**src/rtl/jtag_pkg.sv**
```systemverilog
// jtag_pkg: command opcodes, master FSM states, TMS header lengths and the per-TCK TMS table.
package jtag_pkg;

  typedef enum logic [1:0] {
    OP_TAP_RESET = 2'b00,
    OP_IR_SCAN   = 2'b01,
    OP_DR_SCAN   = 2'b10,
    OP_RSVD      = 2'b11
  } jtag_op_e;

  typedef enum logic [2:0] {
    ST_INIT,
    ST_IDLE,
    ST_HDR,
    ST_SHIFT,
    ST_TRL,
    ST_RTI,
    ST_RESP
  } jtag_state_e;

  localparam logic [7:0] HDR_LEN_DR    = 8'd3;
  localparam logic [7:0] HDR_LEN_IR    = 8'd4;
  localparam logic [7:0] HDR_LEN_RST   = 8'd5;
  localparam logic [7:0] INIT_TCKS     = 8'd6;
  localparam logic [7:0] INIT_TMS_HIGH = 8'd5;

  function automatic logic [7:0] hdr_len(input jtag_op_e op);
    case (op)
      OP_DR_SCAN: return HDR_LEN_DR;
      OP_IR_SCAN: return HDR_LEN_IR;
      default:    return HDR_LEN_RST;
    endcase
  endfunction

  // TMS for TCK number idx of state st; IDLE/RESP rest with TMS low (TAP parked in Run-Test/Idle).
  function automatic logic tck_tms(input jtag_state_e st, input logic [7:0] idx,
                                   input jtag_op_e op, input logic [5:0] len);
    logic tms;
    tms = 1'b0;
    case (st)
      ST_INIT: tms = (idx < INIT_TMS_HIGH);
      ST_HDR: begin
        case (op)
          OP_DR_SCAN: tms = (idx == 8'd0);
          OP_IR_SCAN: tms = (idx < 8'd2);
          default:    tms = 1'b1;
        endcase
      end
      ST_SHIFT: tms = (idx == ({2'b00, len} - 8'd1));
      ST_TRL:   tms = (op != OP_TAP_RESET) && (idx == 8'd0);
      default:  tms = 1'b0;
    endcase
    return tms;
  endfunction

endpackage

```
**src/rtl/jtag_tck_gen.sv**
```systemverilog
// jtag_tck_gen: TCK divider; o_rise/o_fall pulse for one CLK in the cycle whose edge moves TCK.
// TCK toggles every CLK_DIV cycles while i_en is high and is forced low otherwise.
module jtag_tck_gen #(
  parameter int CLK_DIV = 2
) (
  input  logic i_clk,
  input  logic i_rst_n,
  input  logic i_en,
  output logic o_tck,
  output logic o_rise,
  output logic o_fall
);
  localparam int CW = $clog2(CLK_DIV + 1);

  logic [CW-1:0] r_cnt;
  logic          r_tck;
  logic          w_tick;

  assign w_tick = i_en && (r_cnt == CW'(CLK_DIV - 1));

  always_ff @(posedge i_clk) begin
    if (!i_rst_n || !i_en) begin
      r_cnt <= '0;
      r_tck <= 1'b0;
    end else if (w_tick) begin
      r_cnt <= '0;
      r_tck <= ~r_tck;
    end else begin
      r_cnt <= r_cnt + CW'(1);
    end
  end

  assign o_tck  = r_tck;
  assign o_rise = w_tick & ~r_tck;
  assign o_fall = w_tick & r_tck;

endmodule

```
**src/rtl/jtag_master.sv**
```systemverilog
// jtag_master: command-driven JTAG TAP master (TAP reset / IR scan / DR scan); optional RTI wait via JTAG_MASTER_RTI_WAIT_EN.
// One command in flight; CmdReady only in IDLE, response held in RESP until RspReady.
module jtag_master
  import jtag_pkg::*;
#(
  parameter int CLK_DIV = 2,
  parameter int MAX_LEN = 32
) (
  input  logic               CLK,
  input  logic               RST_N,
  input  logic               CmdValid,
  output logic               CmdReady,
  input  logic [1:0]         CmdOp,
  input  logic [5:0]         CmdLen,
  input  logic [MAX_LEN-1:0] CmdData,
`ifdef JTAG_MASTER_RTI_WAIT_EN
  input  logic [7:0]         CmdIdle,
`endif
  output logic               RspValid,
  input  logic               RspReady,
  output logic [MAX_LEN-1:0] RspData,
  output logic               TCK,
  output logic               TMS,
  output logic               TDI,
  input  logic               TDO,
  output logic               Busy
);
  localparam logic [5:0] LEN_MAX = 6'(MAX_LEN);

  jtag_state_e        r_state;
  jtag_op_e           r_op;
  logic [5:0]         r_len;
  logic [MAX_LEN-1:0] r_data;
  logic [MAX_LEN-1:0] r_rsp;
  logic [7:0]         r_idx;
  logic               r_tms;
  logic               r_tdi;
  logic               r_cmd_rdy;
  logic               r_rsp_vld;
  logic               r_busy;
`ifdef JTAG_MASTER_RTI_WAIT_EN
  logic [7:0]         r_idle;
`endif

  logic               w_tck_en;
  logic               w_tck;
  logic               w_rise;
  logic               w_fall;
  logic               w_bad;
  logic [7:0]         w_len;
  logic               w_last;
  jtag_state_e        w_nxt_state;
  logic [7:0]         w_nxt_idx;
  logic               w_nxt_tms;
  logic               w_nxt_tdi;
  logic [MAX_LEN-1:0] w_data_sh;

  assign w_tck_en = (r_state == ST_INIT) || (r_state == ST_HDR) || (r_state == ST_SHIFT) ||
                    (r_state == ST_TRL)  || (r_state == ST_RTI);

  jtag_tck_gen #(.CLK_DIV(CLK_DIV)) u_tck_gen (
    .i_clk   (CLK),
    .i_rst_n (RST_N),
    .i_en    (w_tck_en),
    .o_tck   (w_tck),
    .o_rise  (w_rise),
    .o_fall  (w_fall)
  );

  assign w_bad = (CmdLen == 6'd0) || (CmdLen > LEN_MAX) || (CmdOp == OP_RSVD);

  // Sequencing decision taken at each TCK falling edge: next state/bit and the TMS/TDI it needs.
  always_comb begin
    w_len = 8'd0;
    case (r_state)
      ST_INIT:  w_len = INIT_TCKS;
      ST_HDR:   w_len = hdr_len(r_op);
      ST_SHIFT: w_len = {2'b00, r_len};
      ST_TRL:   w_len = (r_op == OP_TAP_RESET) ? 8'd1 : 8'd2;
`ifdef JTAG_MASTER_RTI_WAIT_EN
      ST_RTI:   w_len = r_idle;
`endif
      default:  w_len = 8'd0;
    endcase
    w_last      = (r_idx == (w_len - 8'd1));
    w_nxt_state = r_state;
    w_nxt_idx   = r_idx + 8'd1;
    if (w_last) begin
      w_nxt_idx = 8'd0;
      case (r_state)
        ST_INIT:  w_nxt_state = ST_IDLE;
        ST_HDR:   w_nxt_state = (r_op == OP_TAP_RESET) ? ST_TRL : ST_SHIFT;
        ST_SHIFT: w_nxt_state = ST_TRL;
`ifdef JTAG_MASTER_RTI_WAIT_EN
        ST_TRL:   w_nxt_state = (r_idle != 8'd0) ? ST_RTI : ST_RESP;
`else
        ST_TRL:   w_nxt_state = ST_RESP;
`endif
        ST_RTI:   w_nxt_state = ST_RESP;
        default:  w_nxt_state = r_state;
      endcase
    end
    w_nxt_tms = tck_tms(w_nxt_state, w_nxt_idx, r_op, r_len);
    w_data_sh = r_data >> w_nxt_idx;
    w_nxt_tdi = (w_nxt_state == ST_SHIFT) ? w_data_sh[0] : 1'b0;
  end

  always_ff @(posedge CLK) begin
    if (!RST_N) begin
      r_state   <= ST_INIT;
      r_op      <= OP_TAP_RESET;
      r_len     <= 6'd0;
      r_data    <= '0;
      r_rsp     <= '0;
      r_idx     <= 8'd0;
      r_tms     <= 1'b1;
      r_tdi     <= 1'b0;
      r_cmd_rdy <= 1'b0;
      r_rsp_vld <= 1'b0;
      r_busy    <= 1'b1;
`ifdef JTAG_MASTER_RTI_WAIT_EN
      r_idle    <= 8'd0;
`endif
    end else begin
      case (r_state)
        ST_IDLE: begin
          if (CmdValid && r_cmd_rdy) begin
            r_op      <= jtag_op_e'(CmdOp);
            r_len     <= CmdLen;
            r_data    <= CmdData;
            r_rsp     <= '0;
            r_idx     <= 8'd0;
            r_cmd_rdy <= 1'b0;
            r_busy    <= 1'b1;
`ifdef JTAG_MASTER_RTI_WAIT_EN
            r_idle    <= CmdIdle;
`endif
            if (w_bad) begin
              r_state   <= ST_RESP;
              r_rsp_vld <= 1'b1;
            end else begin
              // Every valid header opens with TMS=1; set it while TCK is still parked low.
              r_state <= ST_HDR;
              r_tms   <= 1'b1;
            end
          end
        end
        ST_RESP: begin
          if (RspReady) begin
            r_rsp_vld <= 1'b0;
            r_cmd_rdy <= 1'b1;
            r_busy    <= 1'b0;
            r_state   <= ST_IDLE;
          end
        end
        default: begin
          if (w_rise && (r_state == ST_SHIFT)) begin
            r_rsp <= r_rsp | (MAX_LEN'(TDO) << r_idx);
          end
          if (w_fall) begin
            r_state <= w_nxt_state;
            r_idx   <= w_nxt_idx;
            r_tms   <= w_nxt_tms;
            r_tdi   <= w_nxt_tdi;
            if (w_nxt_state == ST_IDLE) begin
              r_cmd_rdy <= 1'b1;
              r_busy    <= 1'b0;
            end
            if (w_nxt_state == ST_RESP) begin
              r_rsp_vld <= 1'b1;
            end
          end
        end
      endcase
    end
  end

  assign CmdReady = r_cmd_rdy;
  assign RspValid = r_rsp_vld;
  assign RspData  = r_rsp;
  assign TCK      = w_tck;
  assign TMS      = r_tms;
  assign TDI      = r_tdi;
  assign Busy     = r_busy;

endmodule
```
**config.mk**
```make
export PLATFORM = sky130hd
export DESIGN_NAME = jtag_master
export DESIGN_NICKNAME = d
export VERILOG_FILES = /design/src/rtl/jtag_pkg.sv /design/src/rtl/jtag_tck_gen.sv /design/src/rtl/jtag_master.sv
export SDC_FILE = /design/constraint.sdc
export NUM_CORES = 1
export LEC_CHECK = 0
export ABC_AREA = 1
export CAP_MARGIN = 10
export CELL_PAD_IN_SITES_DETAIL_PLACEMENT = 0
export CELL_PAD_IN_SITES_GLOBAL_PLACEMENT = 1
export CORE_MARGIN = 5
export CORE_UTILIZATION = 41
export CTS_CLUSTER_DIAMETER = 80
export DETAILED_ROUTE_END_ITERATION = 7
export PLACE_DENSITY = 0.86
export SLEW_MARGIN = 20
export SYNTH_ARGS = -nofsm -noshare
export SYNTH_HDL_FRONTEND = slang
export SYNTH_SLANG_ARGS = --single-unit
```
**constraint.sdc**
```tcl
create_clock -name CLK -period 4.9 [get_ports CLK]
set_clock_uncertainty 0.15 [all_clocks]
set_input_delay 0.49 -clock CLK [delete_from_list [all_inputs] [get_ports CLK]]
set_output_delay 0.49 -clock CLK [all_outputs]
set_load 0.02 [all_outputs]
```
==> results.cfg <==
[clock_tree]
cts_tree = built
clkSinkCount = 91
cts_setup_buffers = 0
h-tree-depth = 3
insertion_delay_ns = 0.35
ctsRootBufferMaster = clkbuf_16
numCtsBuffers = 9
clkTransAtPathRegs_ns = 0.07
holdBufCountCts = 0
cts_resized = 0
clock_path_buffers = 2

[timing]
worstMarginPinSlew_ns = 1.06
finalSetupTns_ns = 0
setup_ws_ns = 1.22
rsz0062_at_grt = false
fin_crit_sh_pct = 75.1
fmax_ghz = 0.272
hold_viol = 0
drv_slew = 0
post-route-min-period_ns = 3.68
maxSlewHeadroom_pct = 28.7
setup_viol = 0
worst_hold_slack_ns = 0.281

[yosys]
synthTopCellsByArea = dfxtp_1, nor2_1, nand2_1
postSynthNetCount = 770
synth_top_flop_cell = dfxtp_1
ys_async_sr_fraction_pct = 0
yosys.area_share.simple_pct = 33.4
yosysSeqAreaShare_pct = 37.7
ys_seq_elements = 91
syn_area_mm2 = 0.00484
synth_cell_types = 44
syn_avg_cell_area_um2 = 6.74
synth_edf_count = 0
yosys.area_share.xor_xnor_pct = 1.99
synth_compound_area_share_pct = 15.7
synth_largest_area_cell = dfxtp_1
synth_top_family_by_area = simple AND/OR/NAND/NOR gates
synthAdderAreaFrac_pct = 1.81
yosys_warnings = 0
syn-instance-count = 718
synth_top_area_share_pct = 37.7
synthMuxAreaShare_pct = 0

[worst_setup_path]
regToRegSetupSlack_ns = 1.22
rr_startpoint = r_state[1]$_SDFFE_PN0P_
end_kind = register
setup.worst_path.start_class = register
crit_type = register to register
crit_fanout = 27
r2r_cells = 21
reg2reg_to = TDI$_SDFFE_PN0P_
cp_slowest_cell = dfxtp_1
cpPeakStageDelay_ns = 0.67
worstPathRequired_ns = 5.03
worstPathArrival_ns = 3.81
crit_chain = nand3_1, nor2_1, nor2_4, ha_1, inv_1, nand2_1, nand2_1, inv_1, nand2_1, nand3_1, nor2_1, nand2_1, nor2_4, nand3_4, nand2_1, nand3_1, nand3_1, nand3_1, nand2_1, nand3_1, a21oi_1

[final_layout]
fin_nets = 833
final_common_cell = nor2_1
drive_gt1_share_pct = 7.38
finalInstanceArea_mm2 = 0.00602
areaGrowthSynthToFinish_pct = 24.3
num_antenna_cells = 0
fin_cells = 929
layout_common_cells = nor2_1, nand2_1, dfxtp_1
final_util_pct = 52.2

[grt]
grt_pass1_wl_mm = 23.4
overflow = 0
antenna_found_initial = 0
track_usage_pct = 20.1
grt_max_degree = 56
grt_pass1_vias = 4894

[hold_path]
hold_depth = 1
min_from = u_tck_gen.r_cnt[0]$_SDFF_PP0_
hp-class = register to register
hold-path-endpoint = u_tck_gen.r_cnt[0]$_SDFF_PP0_

[die]
rows = 39
die_w_um = 119
fp.dieArea_mm2 = 0.0141
core_area_mm2 = 0.0115
pin_count = 83
die_y_um = 119
floorplan.initialDensity_pct = 42.0

[power]
ir_drop_mv = 0.210
totalPowerFinal_mw = 1.96
p_leak_nw = 2.49
powerDensity_mw_per_mm2 = 326

[placement]
dp.cells = 913
dp_hpwl_mm = 9.96
gp_congestion = 0.914
place_ws_ns = 1.26
io_buffer_count = 82
place_area_mm2 = 0.00569

[routing]
vias_per_cell = 5.22
vias = 4845
wl_per_cell_um = 14.7
drc = 0
drt-pass1-iter-count = 6
postRouteAntennaNets = 0
first_iter_violations = 287
wl_mm = 13.6

[job]
maxCapViolCount = 0

[status]
status = finished clean
critical path, delay by kind of cell (launching register included):
family	cells	cell delay, ns
compound gates	1	0.12
fa+ha+maj	1	0.25
buf+inv	2	0.11
flops	1	0.67
simple gates	17	2.30
cell type report:
type / count / area, um^2
clock buffers: 10 / 229
clock inverters: 6 / 93.8
fillers: 1135 / 5500
inverters: 78 / 293
multi-input cells: 517 / 2560
flip-flops and latches: 91 / 1820
well taps: 143 / 179
repair buffers: 84 / 836
how the worst max path moves through the flow:
stage / start / end / slack (ns) / cells after the start
3_3_place_gp: r_state[1]$_SDFFE_PN0P_ / TDI$_SDFFE_PN0P_ / 1.39 / 23
2_1_floorplan: r_op[0]$_SDFFE_PN0P_ / TDI$_SDFFE_PN0P_ / 2.08 / 24
3_5_place_dp: r_state[1]$_SDFFE_PN0P_ / TDI$_SDFFE_PN0P_ / 1.26 / 21
6_report: r_state[1]$_SDFFE_PN0P_ / TDI$_SDFFE_PN0P_ / 1.22 / 21
5_1_grt: r_state[1]$_SDFFE_PN0P_ / TDI$_SDFFE_PN0P_ / 0.68 / 23
4_1_cts: r_state[1]$_SDFFE_PN0P_ / TDI$_SDFFE_PN0P_ / 1.23 / 23
synth_stat cells (3+ instances only):
library cell / n
xor2_1: 10
nand4_1: 9
nor2_2: 7
dfxtp_1: 91
nor2_4: 3
inv_1: 67
nand3_2: 3
buf_4: 4
o2111ai_1: 5
o21ai_0: 49
clkbuf_1: 17
nand3b_1: 5
inv_2: 10
nand3_1: 40
nand2_1: 117
ha_1: 7
nor3_1: 9
or2_2: 5
nor2_1: 149
buf_2: 8
a21oi_1: 62
o21ai_1: 8
registers in the layout, indices dropped and copies added, names as in the netlist:
signal           flops
RspData             32
r_data              32
r_idx                8
r_len                6
r_state              3
r_op                 2
u_tck_gen.r_cnt      2
Busy                 1
CmdReady             1
RspValid             1
TDI                  1
TMS                  1
u_tck_gen.o_tck      1
routing by layer:
metal | up-vias | track usage, % | part of all wire (%) | wire (um)
met5 | - | 0 | 0 | 0
met4 | 0 | 9.12 | 2.7 | 364
met3 | 27 | 3.53 | 3.8 | 522
met2 | 102 | 32.5 | 46 | 6310
met1 | 2260 | 26.1 | 47 | 6430
li1 | 2456 | - | - | -
kinds of logic after synthesis:
logic type | after synthesis
XOR/XNOR | 11
AND/OR/NAND/NOR | 361
adder cells (fa/ha/maj) | 7
AO/OA/AOI/OAI | 138
flip-flops | 91
buffers and inverters | 110
where the power goes:
group,leakage [nW],internal (mW),switching [mW]
Clock,0.154,0.453,0.311
Sequential,0.734,0.761,0.0246
Combinational,1.60,0.150,0.259
Power figures use the tool's default switching activity.
